### src/rtl/rv32_mod_lsu_split.sv
// Load/store unit between the HART memory stage and the data bus.
// Registers each bus beat, splits word-crossing accesses into two beats, extends loads.
module rv32_mod_lsu_split #(
    parameter int MISALIGNED_SPLIT = 1,
    parameter int TIMEOUT_CYCLES   = 0,
    parameter int TO_W             = 8
) (
    input  logic        clk,
    input  logic        reset,
    input  logic [3:0]  req_type,
    input  logic        wr,
    input  logic [31:0] address,
    input  logic [31:0] data_i,
    output logic [31:0] data_o,
    output logic        valid,
    output logic        err,
    output logic [1:0]  err_cause,
    output logic        stall,
    output logic        data_req,
    output logic        data_wr,
    output logic [3:0]  data_be,
    output logic [31:0] data_addr,
    output logic [31:0] data_data_o,
    input  logic        data_ack,
    input  logic        data_err,
    input  logic [31:0] data_data_i
);

    // state | meaning
    // IDLE  | no access in flight
    // BEAT0 | first (or only) bus beat outstanding
    // BEAT1 | upper beat of a split access outstanding
    // DONE  | one-cycle completion, valid=1
    typedef enum logic [1:0] {IDLE, BEAT0, BEAT1, DONE} state_t;

    localparam logic [1:0] CAUSE_NONE    = 2'b00;
    localparam logic [1:0] CAUSE_MISALGN = 2'b01;
    localparam logic [1:0] CAUSE_BUSERR  = 2'b10;
    localparam logic [1:0] CAUSE_TIMEOUT = 2'b11;
    localparam logic [TO_W-1:0] TO_LAST =
        (TIMEOUT_CYCLES > 0) ? TO_W'(TIMEOUT_CYCLES - 1) : '0;

    state_t          state_q, state_d;
    logic [1:0]      off_q, off_d;
    logic [1:0]      size_q, size_d;
    logic            sign_q, sign_d;
    logic            wr_q, wr_d;
    logic            cross_q, cross_d;
    logic [31:0]     wdata_q, wdata_d;
    logic [3:0]      be1_q, be1_d;
    logic [31:0]     asm_q, asm_d;
    logic [TO_W-1:0] to_q, to_d;
    logic [31:0]     data_o_q, data_o_d;
    logic            err_q, err_d;
    logic [1:0]      err_cause_q, err_cause_d;
    logic            data_req_q, data_req_d;
    logic            data_wr_q, data_wr_d;
    logic [3:0]      data_be_q, data_be_d;
    logic [31:0]     data_addr_q, data_addr_d;
    logic [31:0]     data_data_o_q, data_data_o_d;

    logic            req_present;
    logic [3:0]      in_mask;
    logic [7:0]      in_lanes;
    logic            in_cross;
    logic [5:0]      beat1_shift;
    logic [31:0]     asm_hi, asm_lo;
    logic [63:0]     asm_sh;
    logic [31:0]     load_val;

    function automatic logic [31:0] extend(input logic [31:0] raw, input logic [1:0] size,
                                           input logic sgn);
        logic [31:0] res;
        case (size)
            2'b01:   res = sgn ? {{24{raw[7]}}, raw[7:0]} : {24'h0, raw[7:0]};
            2'b10:   res = sgn ? {{16{raw[15]}}, raw[15:0]} : {16'h0, raw[15:0]};
            default: res = raw;
        endcase
        return res;
    endfunction

    assign req_present = (req_type[1:0] != 2'b00);
    assign in_lanes    = {4'b0000, in_mask} << address[1:0];
    assign in_cross    = ((req_type[1:0] == 2'b10) && (address[1:0] == 2'b11)) ||
                         ((req_type[1:0] == 2'b11) && (address[1:0] != 2'b00));
    assign beat1_shift = {3'd4 - {1'b0, off_q}, 3'b000};

    always_comb begin
        case (req_type[1:0])
            2'b01:   in_mask = 4'b0001;
            2'b10:   in_mask = 4'b0011;
            2'b11:   in_mask = 4'b1111;
            default: in_mask = 4'b0000;
        endcase
    end

    // Upper beat supplies the high word; a single beat leaves it zero before the lane shift.
    always_comb begin
        asm_hi   = (state_q == BEAT1) ? data_data_i : 32'h0;
        asm_lo   = (state_q == BEAT1) ? asm_q : data_data_i;
        asm_sh   = {asm_hi, asm_lo} >> {off_q, 3'b000};
        load_val = extend(asm_sh[31:0], size_q, sign_q);
    end

    always_comb begin
        state_d       = state_q;
        off_d         = off_q;
        size_d        = size_q;
        sign_d        = sign_q;
        wr_d          = wr_q;
        cross_d       = cross_q;
        wdata_d       = wdata_q;
        be1_d         = be1_q;
        asm_d         = asm_q;
        to_d          = to_q;
        data_o_d      = data_o_q;
        err_d         = 1'b0;
        err_cause_d   = CAUSE_NONE;
        data_req_d    = data_req_q;
        data_wr_d     = data_wr_q;
        data_be_d     = data_be_q;
        data_addr_d   = data_addr_q;
        data_data_o_d = data_data_o_q;

        case (state_q)
            IDLE, DONE: begin
                state_d    = IDLE;
                data_req_d = 1'b0;
                if (req_present) begin
                    off_d   = address[1:0];
                    size_d  = req_type[1:0];
                    sign_d  = req_type[3];
                    wr_d    = wr;
                    cross_d = in_cross;
                    wdata_d = data_i;
                    be1_d   = in_lanes[7:4];
                    if (in_cross && (MISALIGNED_SPLIT == 0)) begin
                        state_d     = DONE;
                        err_d       = 1'b1;
                        err_cause_d = CAUSE_MISALGN;
                    end else begin
                        state_d       = BEAT0;
                        to_d          = '0;
                        data_req_d    = 1'b1;
                        data_wr_d     = wr;
                        data_be_d     = in_lanes[3:0];
                        data_addr_d   = {address[31:2], 2'b00};
                        data_data_o_d = wr ? (data_i << {address[1:0], 3'b000}) : 32'h0;
                    end
                end
            end
            BEAT0, BEAT1: begin
                if (data_err) begin
                    state_d     = DONE;
                    data_req_d  = 1'b0;
                    err_d       = 1'b1;
                    err_cause_d = CAUSE_BUSERR;
                end else if (data_ack) begin
                    if ((state_q == BEAT0) && cross_q) begin
                        state_d       = BEAT1;
                        to_d          = '0;
                        asm_d         = data_data_i;
                        data_be_d     = be1_q;
                        data_addr_d   = data_addr_q + 32'd4;
                        data_data_o_d = wr_q ? (wdata_q >> beat1_shift) : 32'h0;
                    end else begin
                        state_d    = DONE;
                        data_req_d = 1'b0;
                        data_o_d   = wr_q ? 32'h0 : load_val;
                    end
                end else if ((TIMEOUT_CYCLES != 0) && (to_q == TO_LAST)) begin
                    state_d     = DONE;
                    data_req_d  = 1'b0;
                    to_d        = to_q + TO_W'(1);
                    err_d       = 1'b1;
                    err_cause_d = CAUSE_TIMEOUT;
                end else begin
                    to_d = to_q + TO_W'(1);
                end
            end
            default: state_d = IDLE;
        endcase
    end

    always_ff @(posedge clk or posedge reset) begin
        if (reset) begin
            state_q       <= IDLE;
            off_q         <= 2'b00;
            size_q        <= 2'b00;
            sign_q        <= 1'b0;
            wr_q          <= 1'b0;
            cross_q       <= 1'b0;
            wdata_q       <= 32'h0;
            be1_q         <= 4'h0;
            asm_q         <= 32'h0;
            to_q          <= '0;
            data_o_q      <= 32'h0;
            err_q         <= 1'b0;
            err_cause_q   <= CAUSE_NONE;
            data_req_q    <= 1'b0;
            data_wr_q     <= 1'b0;
            data_be_q     <= 4'h0;
            data_addr_q   <= 32'h0;
            data_data_o_q <= 32'h0;
        end else begin
            state_q       <= state_d;
            off_q         <= off_d;
            size_q        <= size_d;
            sign_q        <= sign_d;
            wr_q          <= wr_d;
            cross_q       <= cross_d;
            wdata_q       <= wdata_d;
            be1_q         <= be1_d;
            asm_q         <= asm_d;
            to_q          <= to_d;
            data_o_q      <= data_o_d;
            err_q         <= err_d;
            err_cause_q   <= err_cause_d;
            data_req_q    <= data_req_d;
            data_wr_q     <= data_wr_d;
            data_be_q     <= data_be_d;
            data_addr_q   <= data_addr_d;
            data_data_o_q <= data_data_o_d;
        end
    end

    assign stall       = (state_q == BEAT0) || (state_q == BEAT1) ||
                         (((state_q == IDLE) || (state_q == DONE)) && req_present);
    assign valid       = (state_q == DONE);
    assign data_o      = data_o_q;
    assign err         = err_q;
    assign err_cause   = err_cause_q;
    assign data_req    = data_req_q;
    assign data_wr     = data_wr_q;
    assign data_be     = data_be_q;
    assign data_addr   = data_addr_q;
    assign data_data_o = data_data_o_q;

endmodule

### config.mk
export PLATFORM = sky130hd
export DESIGN_NAME = rv32_mod_lsu_split
export DESIGN_NICKNAME = d
export VERILOG_FILES = /design/src/rtl/rv32_mod_lsu_split.sv
export SDC_FILE = /design/constraint.sdc
export NUM_CORES = 1
export LEC_CHECK = 0
export ABC_CLOCK_PERIOD_IN_PS = 11660
export CAP_MARGIN = 30
export CORE_UTILIZATION = 55
export DETAILED_ROUTE_END_ITERATION = 16
export GPL_ROUTABILITY_DRIVEN = 0
export PLACE_DENSITY = 0.88
export SYNTH_ARGS = -nofsm -noshare
export SYNTH_HDL_FRONTEND = slang
export SYNTH_SLANG_ARGS = --single-unit
export TNS_END_PERCENT = 100
### constraint.sdc
create_clock -name clk -period 11.66 [get_ports clk]
set_input_delay 2.332 -clock clk [delete_from_list [all_inputs] [get_ports clk]]
set_output_delay 2.332 -clock clk [all_outputs]
set_load 0.005 [all_outputs]
==> results of run 1 <==
-- power by group through the flow --
stage	clock (mW)	combinational (mW)	sequential, mW
after detailed placement	0	1.97	1.13
final	0.580	2.01	1.14
after floorplan	0	1.29	1.09
after CTS	0.584	1.99	1.13
after global placement	0	1.91	1.12
after global routing	0.609	2.19	1.17
-- Yosys cell counts, types with 3 or more instances --
cell	n
a211o_1	8
a211oi_1	15
a21oi_1	23
a221o_1	17
a221oi_1	39
a22oi_1	4
a2bb2oi_1	3
a31oi_1	19
and2_1	7
and3_1	7
and4_1	4
buf_1	10
buf_2	15
buf_4	4
clkbuf_1	56
dfrtp_1	176
ha_1	8
inv_1	12
mux2_2	58
mux2i_1	69
mux4_2	8
nand2_1	224
nand3_1	23
nand4_1	9
nor2_1	122
nor2b_1	12
nor3_1	21
o21a_1	3
o21ai_0	64
o22a_1	4
o22ai_1	11
or3_1	3
or4_1	3
-- worst max-delay path: cells and delay by family --
family        cells  cell delay (ns)
simple gates      2             0.22
buf+inv           2             1.28
-- flip-flops by register name, indices dropped and copies added (netlist names), 2 cells and up --
register and count:
be1_q 3, data_addr 30, data_be 4, data_o 32, size_q 2, wdata_q 32, data_data_o 32, asm_q 32
off_q 2, state_q 2
-- layer usage --
layer | wire [um] | vias up | global-route usage
li1 | - | 4274 | -
met1 | 11720 | 4546 | 0.4365
met2 | 13740 | 583 | 0.4955
met3 | 2550 | 84 | 0.05630
met4 | 1083 | 0 | 0.1496
met5 | 0 | - | 0
-- layout make-up --
class | count | area [um^2]
multi-input cells | 827 | 5239
inverters | 14 | 57.56
clock buffers | 19 | 442.9
well taps | 229 | 286.5
clock inverters | 13 | 151.4
fillers | 1299 | 5090
repair buffers | 224 | 2230
flip-flops and latches | 176 | 4405
-- through the flow --
step | utilization | hold WS (ns)
finish | 0.7157 | 0.4872
global route | 0.7157 | 0.5139
CTS | 0.7146 | 0.4883
detailed placement | 0.6814 | 0.4623
global placement | 0.6791 | 0.4608
floorplan | - | 0.4450
-- worst paths after layout --
| check | slack, ns | endpoint | cells after the start |
|---|---|---|---|
| setup / recovery | 5.49 | stall | 4 |
| hold / removal | 0.49 | data_o[13]$_DFFE_PP0P_ | 1 |
| setup reg to reg | 7.58 | data_data_o[27]$_DFFE_PP0P_ | 6 |
| hold reg to reg | 0.49 | data_o[13]$_DFFE_PP0P_ | 1 |
| max in group asynchronous | 8.23 | asm_q[22]$_DFFE_PP0P_ | 3 |
| min in group asynchronous | 2.26 | data_data_o[20]$_DFFE_PP0P_ | 2 |
-- cell families (layout without fill, tap and decap cells) --
group,Yosys count,after routing,share of synthesized area
buffers and inverters,101,270,0.04261
multiplexers,137,137,0.1544
adder cells (fa/ha/maj),8,8,0.009968
AND/OR/NAND/NOR,446,446,0.1909
other,1,3,0.0003734
flip-flops,176,176,0.4386
AO/OA/AOI/OAI,233,233,0.1632
==> summary by stage, run 1 <==
Outcome
The run finished with clean final reports.

Floorplanning
The top-level I/O count is between 200 and 250. The core region is 0.01790 mm^2. The die area is 0.01880 mm^2. The initial utilization of the core area, before any placement, comes to 0.5609. The die outline height is approximately 140 um. The placement row count is 49. The die is roughly 140 um wide.

Synthesis
The number of synthesized register bits is 176. By area the synthesized netlist is led by dfrtp_1 44%, nand2_1 8.4%, mux2i_1 6.9%. The count of distinct cell types in the synthesized netlist is 64. For this run, the leading register cell type out of synthesis is dfrtp_1. The number of enable-type register cells in the synthesized netlist is 0.

In the synthesized netlist the async set-or-reset flop fraction comes to 1.000. The largest total area in the synthesized netlist belongs to dfrtp_1. The summed instance area of the synthesized netlist is 0.01004 mm^2. The sequential share of the synthesized area is 0.4386. The number of instances in the synthesized netlist is ~1,100. The share of the synthesized area in the top cell type is 0.4386. Yosys printed 0 warnings. After synthesis, the mean cell area works out to 9.113 um^2.

Timing
The total count of hold-check failures in the final report is 0. The transition time at the pin with the least slew margin is 0.9759 ns. Setup repair after global routing left no endpoint under its margin.

The setup TNS after final layout is 0 ns. Timing would allow up to approximately 0.16 GHz. The number of failing setup endpoints in the final timing report is 0. The worst-case setup margin in the final layout is 5.490 ns.

The largest clock skew in the final design is 0.01046 ns. Of the available clock period, the critical path in the final layout requires 0.5291. The remaining max-slew budget at the tightest pin is 0.3494. The final critical-path required period is 6.170 ns.

The final max-slew violation count is 0.

Power and ir drop
Of the total power, the share spent switching nets is 0.4278. The share of total power in combinational logic is 0.539. The total internal power is 2.132 mW. The worst-case vdd ir drop is 0.2353 mV. The power dissipated by switching net loads is 1.594 mW. Of the total power, the clock network draws 0.156.

The sum of internal, switching and leakage power is 3.726 mW. For this design the static power due to leakage is 5.487 nW. For this design the ratio of total power to cell area is 290.8 mW/mm^2. Of the total power, registers draw 0.305.

Cells and area
The number of standard cells in the layout, taps in and fillers out is 1,502. The repair_antennas step left the layout with diodes totalling 0. The most common cell after layout, fill and taps aside is nand2_1. From synthesis to final layout, the design area changed by 27.59%. The final design area excluding fillers is 0.01281 mm^2.

The library cells used most frequently in the layout, excluding fill and tap cells, are 224 x nand2_1, 207 x clkdlybuf4s50_1, 175 x dfrtp_1, 122 x nor2_1, 69 x mux2i_1. In the final layout, the share of cells above drive strength 1 is 0.1021. The number of nets in the final layout is 1,373.

Route
The count of antenna-violating nets left after detailed routing is 0. The routed length per placed instance is 19.37 um. The number of violations reported at the end of detailed-routing iteration 0 is 939. The first detailed-routing pass took 6 iterations.

The wire length reported by the detailed router is between 20,000 and 30,000 um. In the routed layout, each cell is associated on average with a via count of 6.316. For this run, design rule violations remaining after detail routing come to 0. The total via count in the routed design is ~9,500.

Setup path
The largest individual stage delay along the critical path comes from the cell clkdlybuf4s50_1. The start point of the critical path is req_type[1]. The kind of critical path is in2out.

Of all nets on the critical path, the largest fanout is 11. The data required time at the worst endpoint is 9.33 ns. Counting stages on the worst path, the most repeated cell is clkdlybuf4s50_1. STA puts the critical path data arrival time at 3.84 ns. STA classifies the critical path endpoint as an output pin.

The critical path's largest stage delay is between 0.7 and 0.8 ns. The startpoint of the worst-slack reg-to-reg timing path is off_q[1]$_DFFE_PP0P_. STA classifies the critical path startpoint as an input pin.

The critical path goes through clkdlybuf4s50_1 > nor2_1 > nand2_1 > clkdlybuf4s50_1.

Place
The number of buffer cells added on primary ports is 207. Before CTS, the worst setup slack after placement is roughly 5.5 ns. Detailed placement finished with a half-perimeter wire length of between 15,000 and 20,000 um. The placed cell count is roughly 1,500.

The placed standard-cell area is 0.01220 mm^2.

Global routing
The via count of the first global-routing pass came to 8,860. The wire length of the first global-routing pass is about 46,000 um. Entering global routing, the biggest net connects 82 pins. The final global-route overflow total is 0. Across every metal layer, demand over resource in global routing totals 0.3200.

The initial antenna violation count is 0.

CTS
The number of buffers added to fix hold violations after cts is 0. CTS built an H-tree with a depth of 4. Once the clock tree was built, the resizer swapped 0 gates to a different size. The number of buffers on the longest clock path is 2. TritonCTS built the clock tree. In this run the clock root is driven by a clkbuf_16. For the worst-skew pair, the clock arrives at the later sink with an insertion delay of 0.43 ns. The post-CTS repair timing setup buffer count is 0.

The clock-pin slew on the worst setup and hold paths is 0.07 ns. The number of CTS-inserted buffers is 17. The number of sinks driven by the clock tree is 176.

Flow run
The max-cap check violation count is 0.

Min path
The min-delay analysis places its worst path in the category reg2reg. In this run the most critical hold path is launched from data_o[13]$_DFFE_PP0P_.
No activity file was read; power rests on OpenSTA's default activity.
==> run 2: changes to the inputs <==
--- a/config.mk
+++ b/config.mk
@@ -5,12 +5,12 @@
 export SDC_FILE = /design/constraint.sdc
 export NUM_CORES = 1
 export LEC_CHECK = 0
-export ABC_CLOCK_PERIOD_IN_PS = 11660
+export ABC_CLOCK_PERIOD_IN_PS = 5600
 export CAP_MARGIN = 30
-export CORE_UTILIZATION = 55
+export CORE_UTILIZATION = 47
 export DETAILED_ROUTE_END_ITERATION = 16
 export GPL_ROUTABILITY_DRIVEN = 0
-export PLACE_DENSITY = 0.88
+export PLACE_DENSITY = 0.8
 export SYNTH_ARGS = -nofsm -noshare
 export SYNTH_HDL_FRONTEND = slang
 export SYNTH_SLANG_ARGS = --single-unit
==> constraint.sdc (replaced) <==
create_clock -name clk -period 5.6 [get_ports clk]
set_input_delay 1.12 -clock clk [delete_from_list [all_inputs] [get_ports clk]]
set_output_delay 1.12 -clock clk [all_outputs]
set_load 0.005 [all_outputs]
==> run 2 against run 1 <==
  * Combinational power grew 100%
  * Non-clock buffer count grew 2
  * Critical endpoint is now data_data_o[8]$_DFFE_PP0P_
  * Hold slack lost 0.0088 ns
  * Via count shrank 1.3%
  * Power grew 110%
  * Die area grew 17%
  * Largest cell class unchanged
  * First-iteration DRC count shrank 12%
  * Setup slack lost 3.7 ns
==> summary by stage, run 2 (synthesized netlist as in run 1, its figures left out) <==
Outcome
Status: finished clean (unchanged).

Place
The number of buffer cells added on primary ports is 207 (unchanged). The sum of net half-perimeters after detailed placement was 19,640 um (was 19,620 um).

CTS
The post-CTS repair timing setup buffer count is 0 (unchanged). The number of gates resized after cts is 0 (unchanged). The number of buffers added to fix hold violations after cts is 0 (unchanged). The number of sinks driven by the clock tree is 176 (unchanged). The clock latency at the later pin of the worst-skew pair is 0.43 ns (about the same). The CTS H-tree depth is 4 (unchanged). The root buffer selected by CTS is clkbuf_16 (unchanged). The clock tree from TritonCTS is built (unchanged).

The number of CTS-inserted buffers is 17 (unchanged). The number of buffers on the longest clock path was 2 (unchanged). The clock-pin slew on the worst setup and hold paths is 0.07 ns (about the same).

Setup path
The kind of end point of the critical path is a register (was output pin). The critical path's largest stage delay is 1.10 ns (was 0.71 ns). The kind of critical path is reg2reg (was in2out).

The kind of start point of the critical path is a register (was input pin). The critical path arrival came to 4.13 ns (was 3.84 ns). The master of the slowest instance on the critical path is ha_1 (was clkdlybuf4s50_1). The data required time at the worst endpoint was 5.90 ns (was 9.33 ns). The maximum fanout count along the critical path is 28 (was 11).

Cell-by-cell listing of the critical path: inv_2 > ha_1 > nor2b_1 > nand2_1 > o21ai_0 > a221oi_1 > nor2_1 (was clkdlybuf4s50_1 > nor2_1 > nand2_1 > clkdlybuf4s50_1).

Cells and area
The area growth from synthesis to layout is 28.66% (was 27.59%). The number of nets in the final layout was 1,375 (was 1,373). The count of antenna diodes in the layout is 0 (unchanged). The filler cell count is 1,754 (was 1,299). The share of cells above drive strength 1 was 0.1028 (was 0.1021).

Most frequent cells in the layout: 224 x nand2_1, 207 x clkdlybuf4s50_1, 175 x dfrtp_1, 122 x nor2_1, 69 x mux2i_1 (unchanged). The most common cell after layout, fill and taps aside is nand2_1 (unchanged).

Route
The number of violations reported at the end of detailed-routing iteration 0 is 826 (was 939). The count of antenna-violating nets left after detailed routing was 0 (unchanged). The remaining design rule violation count came to 0 (unchanged). The routed length per placed instance is 18.85 um (was 19.37 um). The wire length reported by the detailed router is 29,200 um (was 29,090 um).

The number of optimization iterations in the first detailed-route pass is 7 (was 6). The ratio of routed vias to standard cells came to 6.047 (was 6.316). The total via count in the routed design came to 9,367 (was 9,487).

Power and ir drop
The worst-case vdd ir drop is 0.3190 mV (was 0.2353 mV). The power density over the cells is 602.8 mW/mm^2 (was 290.8 mW/mm^2). The static leakage was 5.515 nW (was 5.487 nW).

Global routing
The initial antenna violation count is 0 (unchanged). The via count of the first global-routing pass is 8,984 (was 8,860). The pin count of the biggest net entering global routing is 123 (was 82).

The all-layer global routing usage came to 0.2718 (was 0.3200). The wire length of the first global-routing pass is 46,750 um (was 46,260 um). The final global-route overflow total is 0 (unchanged).

Timing
The largest clock skew in the final design was 0.01043 ns (was 0.01046 ns). The total count of hold-check failures in the final report is 0 (unchanged). The transition time at the pin with the least slew margin is 0.9947 ns (was 0.9759 ns). The minimum hold slack was 0.4784 ns (was 0.4872 ns).

RSZ-0062 raised after global routing: no (unchanged). The final max-slew violation count is 0 (unchanged). The final cycle utilization of the critical path is 0.6834. The setup TNS after final layout is 0 ns (unchanged). The final critical-path required period is 3.827 ns. The number of failing setup endpoints in the final timing report is 0 (unchanged). Derived from the worst setup path, the maximum achievable clock frequency is 0.2613 GHz. The remaining max-slew budget at the tightest pin is 0.3369 (was 0.3494).

Flow run
The max-cap check violation count is 0 (unchanged).

Floorplanning
The effective utilization at floorplan is 0.4792 (was 0.5609). The top-level I/O count is 212 (unchanged). The horizontal die dimension was 148.2 um (was 137.1 um).

The placement row count is 53 (was 49). The core outline area is 0.02096 mm^2 (was 0.01790 mm^2). The die outline height is 148.2 um (was 137.1 um). The die area is 0.02195 mm^2 (was 0.01880 mm^2).

Min path
The class of the most critical hold timing path is reg2reg (unchanged).
==> run 2: final cells by class <==
| type | count | area [um^2] | share of cell area |
|---|---|---|---|
| inverter | 14 | 56.30 | 0.004358 |
| clock buffer | 20 | 456.7 | 0.03535 |
| sequential | 176 | 4405 | 0.3410 |
| timing repair buffer | 226 | 2240 | 0.1733 |
| multi-input combinational | 827 | 5239 | 0.4055 |
| clock inverter | 11 | 178.9 | 0.01385 |
| tap | 275 | 344.1 | 0.02663 |
==> run 2: routing by layer <==
metal	up-vias	GRT usage	wire, um
li1	4296	-	-
met1	4504	0.3502	11780
met2	485	0.4322	13710
met3	82	0.05521	2532
met4	0	0.1428	1167
met5	-	0	0
==> run 2: critical path: cells and delay by family (launching register included) <==
family          cells  cell delay, ns
fa+ha+maj           1            1.10
flops               1            0.99
simple gates        3            0.68
compound gates      2            0.49
buf+inv             1            0.44
==> run 2: power breakdown <==
part / internal [mW] / switching (mW) / total (mW)
Combinational: 1.88 / 2.22 / 4.11
Sequential: 1.89 / 0.508 / 2.39
Clock: 0.775 / 0.514 / 1.29
==> run 2: worst paths after layout <==
check / start / endpoint / slack (ns) / depth (start not counted)
setup / recovery: off_q[1]$_DFFE_PP0P_ / data_data_o[8]$_DFFE_PP0P_ / 1.77 / 7
hold / removal: data_o[6]$_DFFE_PP0P_ / data_o[6]$_DFFE_PP0P_ / 0.48 / 2
setup reg to reg: off_q[1]$_DFFE_PP0P_ / data_data_o[8]$_DFFE_PP0P_ / 1.77 / 7
hold reg to reg: data_o[6]$_DFFE_PP0P_ / data_o[6]$_DFFE_PP0P_ / 0.48 / 2
max in group asynchronous: reset / data_addr[17]$_DFFE_PP0P_ / 3.58 / 3
min in group asynchronous: reset / data_data_o[29]$_DFFE_PP0P_ / 1.03 / 2
==> run 2: metrics by stage <==
| step | instances | worst slack, ns | instance area (um^2) | power, mW | util |
|---|---|---|---|---|---|
| after floorplan | 1104 | 2.227 | 10050 | 4.945 | - |
| after global placement | 1517 | 1.790 | 12260 | 6.344 | 0.5853 |
| after detailed placement | 1517 | 1.726 | 12260 | 6.474 | 0.5853 |
| after CTS | 1548 | 1.863 | 12900 | 7.793 | 0.6156 |
| after global routing | 1549 | 1.614 | 12920 | 8.333 | 0.6166 |
| final | 1549 | 1.773 | 12920 | 7.788 | 0.6166 |
==> run 3: changes to the inputs <==
--- a/config.mk
+++ b/config.mk
@@ -5,12 +5,12 @@
 export SDC_FILE = /design/constraint.sdc
 export NUM_CORES = 1
 export LEC_CHECK = 0
-export ABC_CLOCK_PERIOD_IN_PS = 5600
+export ABC_CLOCK_PERIOD_IN_PS = 3900
 export CAP_MARGIN = 30
-export CORE_UTILIZATION = 47
+export CORE_UTILIZATION = 52
 export DETAILED_ROUTE_END_ITERATION = 16
 export GPL_ROUTABILITY_DRIVEN = 0
-export PLACE_DENSITY = 0.8
+export PLACE_DENSITY = 0.84
 export SYNTH_ARGS = -nofsm -noshare
 export SYNTH_HDL_FRONTEND = slang
 export SYNTH_SLANG_ARGS = --single-unit
==> constraint.sdc (replaced) <==
create_clock -name clk -period 3.9 [get_ports clk]
set_input_delay 0.78 -clock clk [delete_from_list [all_inputs] [get_ports clk]]
set_output_delay 0.78 -clock clk [all_outputs]
set_load 0.005 [all_outputs]
==> run 3 against run 2 <==
  * Sequential share of layout area did not move
  * Hold slack improved by 0.00062 ns
  * Critical endpoint is now data_data_o[31]$_DFFE_PP0P_
  * Setup slack got worse by 0.98 ns
  * Combinational power rose by 48%
  * Non-clock buffer count rose by 6
  * Largest cell class unchanged
  * Power rose by 44%
  * Highest routed layer unchanged
  * Clock power rose by 35%
==> summary by stage, run 3 (synthesized netlist as in run 1, its figures left out) <==
Power and ir drop
The worst-case vdd ir drop is 0.5512 mV (was 0.3190 mV). The power density over the cells is 865.4 mW/mm^2 (was 602.8 mW/mm^2). The sum of internal, switching and leakage power is 11.18 mW (was 7.788 mW).

The static leakage is 5.532 nW (was 5.515 nW).

Min path
The class of the most critical hold timing path is reg2reg (unchanged).

Timing
The largest clock skew in the final design is 0.01320 ns (was 0.01043 ns). The final critical-path required period came to 3.108 ns (was 3.827 ns). The remaining max-slew budget at the tightest pin is 0.3204 (was 0.3369). The minimum hold slack is 0.4791 ns (was 0.4784 ns). The setup TNS after final layout was 0 ns (unchanged). RSZ-0062 raised after global routing: no (unchanged).

The final max-slew violation count is 0 (unchanged). The final cycle utilization of the critical path was 0.7970 (was 0.6834). The number of failing setup endpoints in the final timing report was 0 (unchanged). The achievable clock frequency was 0.3217 GHz (was 0.2613 GHz).

The total count of hold-check failures in the final report is 0 (unchanged). The transition time at the pin with the least slew margin came to 1.017 ns (was 0.9947 ns).

Route
The wire length reported by the detailed router came to 28,970 um (was 29,200 um). The number of violations reported at the end of detailed-routing iteration 0 is 1,030 (was 826). The count of antenna-violating nets left after detailed routing is 0 (unchanged). The ratio of routed vias to standard cells is 6.093 (was 6.047). The routed length per placed instance came to 18.80 um (was 18.85 um). The total via count in the routed design was 9,390 (was 9,367). The remaining design rule violation count was 0 (unchanged). The number of optimization iterations in the first detailed-route pass is 7 (unchanged).

CTS
The number of gates resized after cts was 0 (unchanged). The root buffer selected by CTS is clkbuf_16 (unchanged). The clock tree from TritonCTS is built (unchanged).

The CTS H-tree depth is 4 (unchanged). The number of CTS-inserted buffers is 17 (unchanged). The clock latency at the later pin of the worst-skew pair is 0.44 ns (was 0.43 ns). The clock-pin slew on the worst setup and hold paths is 0.07 ns (about the same). The number of buffers on the longest clock path was 2 (unchanged).

The post-CTS repair timing setup buffer count came to 0 (unchanged). The number of buffers added to fix hold violations after cts came to 0 (unchanged). The number of sinks driven by the clock tree is 176 (unchanged).

Global routing
The final global-route overflow total is 0 (unchanged). The pin count of the biggest net entering global routing was 82 (was 123). The via count of the first global-routing pass is 8,780 (was 8,984). The all-layer global routing usage is 0.2980 (was 0.2718). The initial antenna violation count is 0 (unchanged).

The wire length of the first global-routing pass is 46,340 um (was 46,750 um).

Cells and area
The most common cell after layout, fill and taps aside is nand2_1 (unchanged). The core occupancy in the finished layout is 0.6861 (was 0.6166). Most frequent cells in the layout: 224 x nand2_1, 207 x clkdlybuf4s50_1, 175 x dfrtp_1, 122 x nor2_1, 69 x mux2i_1 (unchanged). The area growth from synthesis to layout is 28.66% (unchanged).

The number of nets in the final layout is 1,381 (was 1,375). The share of cells above drive strength 1 is 0.1078 (was 0.1028).

Place
The sum of net half-perimeters after detailed placement is 20,110 um (was 19,640 um). The number of buffer cells added on primary ports is 207 (unchanged).

Setup path
The maximum fanout count along the critical path came to 12 (was 28). The kind of end point of the critical path is a register (unchanged). The critical path arrival was 3.48 ns (was 4.13 ns). The master of the slowest instance on the critical path is nor2b_1 (was ha_1). The buffering stage count on the worst path with inverters included was 2 (was 1). The kind of critical path is reg2reg (unchanged). The data required time at the worst endpoint was 4.27 ns (was 5.90 ns). The dominant delay contributor by cell family on the critical path is simple AND/OR/NAND/NOR gates (was adder cells). The critical path's largest stage delay is 0.83 ns (was 1.10 ns). Cell-by-cell listing of the critical path: inv_1 > ha_1 > buf_4 > nor3b_2 > nor2b_1 > and2_1 > a221oi_1 > nor2_1 (was inv_2 > ha_1 > nor2b_1 > nand2_1 > o21ai_0 > a221oi_1 > nor2_1). The kind of start point of the critical path is a register (unchanged).

Flow run
The max-cap check violation count is 0 (unchanged).

Floorplanning
The placement row count is 50 (was 53). The effective utilization at floorplan is 0.5333 (was 0.4792). The top-level I/O count came to 212 (unchanged). The horizontal die dimension is 141.0 um (was 148.2 um). The die outline height is 141.0 um (was 148.2 um). The die area was 0.01987 mm^2 (was 0.02195 mm^2).

The core outline area is 0.01883 mm^2 (was 0.02096 mm^2).

Outcome
Status: finished clean (unchanged).
==> run 3: changes by cell type in the layout (fill, tap and decap cells not counted), sizes merged <==
cell and change:
buf +6, clkbuf -3, inv +7, diode +1
bufinv -3, clkinv -1
==> run 3: final timing paths <==
| check | slack [ns] | cells after the start | startpoint | end |
|---|---|---|---|---|
| setup / recovery | 0.79 | 8 | state_q[0]$_DFFE_PP0P_ | data_data_o[31]$_DFFE_PP0P_ |
| hold / removal | 0.48 | 2 | wdata_q[7]$_DFFE_PP0P_ | wdata_q[7]$_DFFE_PP0P_ |
| setup reg to reg | 0.79 | 8 | state_q[0]$_DFFE_PP0P_ | data_data_o[31]$_DFFE_PP0P_ |
| hold reg to reg | 0.48 | 2 | wdata_q[7]$_DFFE_PP0P_ | wdata_q[7]$_DFFE_PP0P_ |
| max in group asynchronous | 2.40 | 3 | reset | off_q[0]$_DFFE_PP0P_ |
| min in group asynchronous | 0.72 | 2 | reset | data_data_o[13]$_DFFE_PP0P_ |
==> run 3: final cells by class <==
| cell class | count | area (um^2) |
|---|---|---|
| Antenna cell | 1 | 2.502 |
| Timing Repair Buffer | 232 | 2301 |
| Tap cell | 260 | 325.3 |
| Fill cell | 1428 | 5911 |
| Clock inverter | 14 | 165.2 |
| Sequential cell | 176 | 4405 |
| Multi-Input combinational cell | 827 | 5239 |
| Clock buffer | 17 | 425.4 |
| Inverter | 14 | 56.30 |
==> run 3: metal layers <==
metal | routed length, um | global-route usage | vias up | part of all wire
li1 | - | - | 4289 | -
met1 | 11930 | 0.4039 | 4478 | 0.41
met2 | 13370 | 0.4551 | 513 | 0.46
met3 | 2207 | 0.04518 | 110 | 0.076
met4 | 1466 | 0.1768 | 0 | 0.051
met5 | 0 | 0 | - | 0
==> run 3: worst reg2reg max path: cells and delay by family (launching register included) <==
| kind | cells | cell delay, ns |
|---|---|---|
| AND/OR/NAND/NOR | 4 | 1.71 |
| flip-flops | 1 | 0.39 |
| adder cells (fa/ha/maj) | 1 | 0.38 |
| buffers and inverters | 2 | 0.31 |
| AO/OA/AOI/OAI | 1 | 0.23 |
==> run 3: stage by stage <==
step	area, um^2	std cells	setup WS (ns)
after detailed placement	12330	1509	0.6868
after global placement	12310	1507	0.7771
after global routing	12920	1540	0.7220
after floorplan	10050	1104	0.8674
final	12920	1541	0.7915
after CTS	12920	1540	0.8762
==> run 3: power breakdown <==
part | switching [mW] | leakage (nW) | internal [mW]
logic | 3.34 | 3.07 | 2.75
registers | 0.636 | 2.17 | 2.71
clock network | 0.823 | 0.289 | 0.916
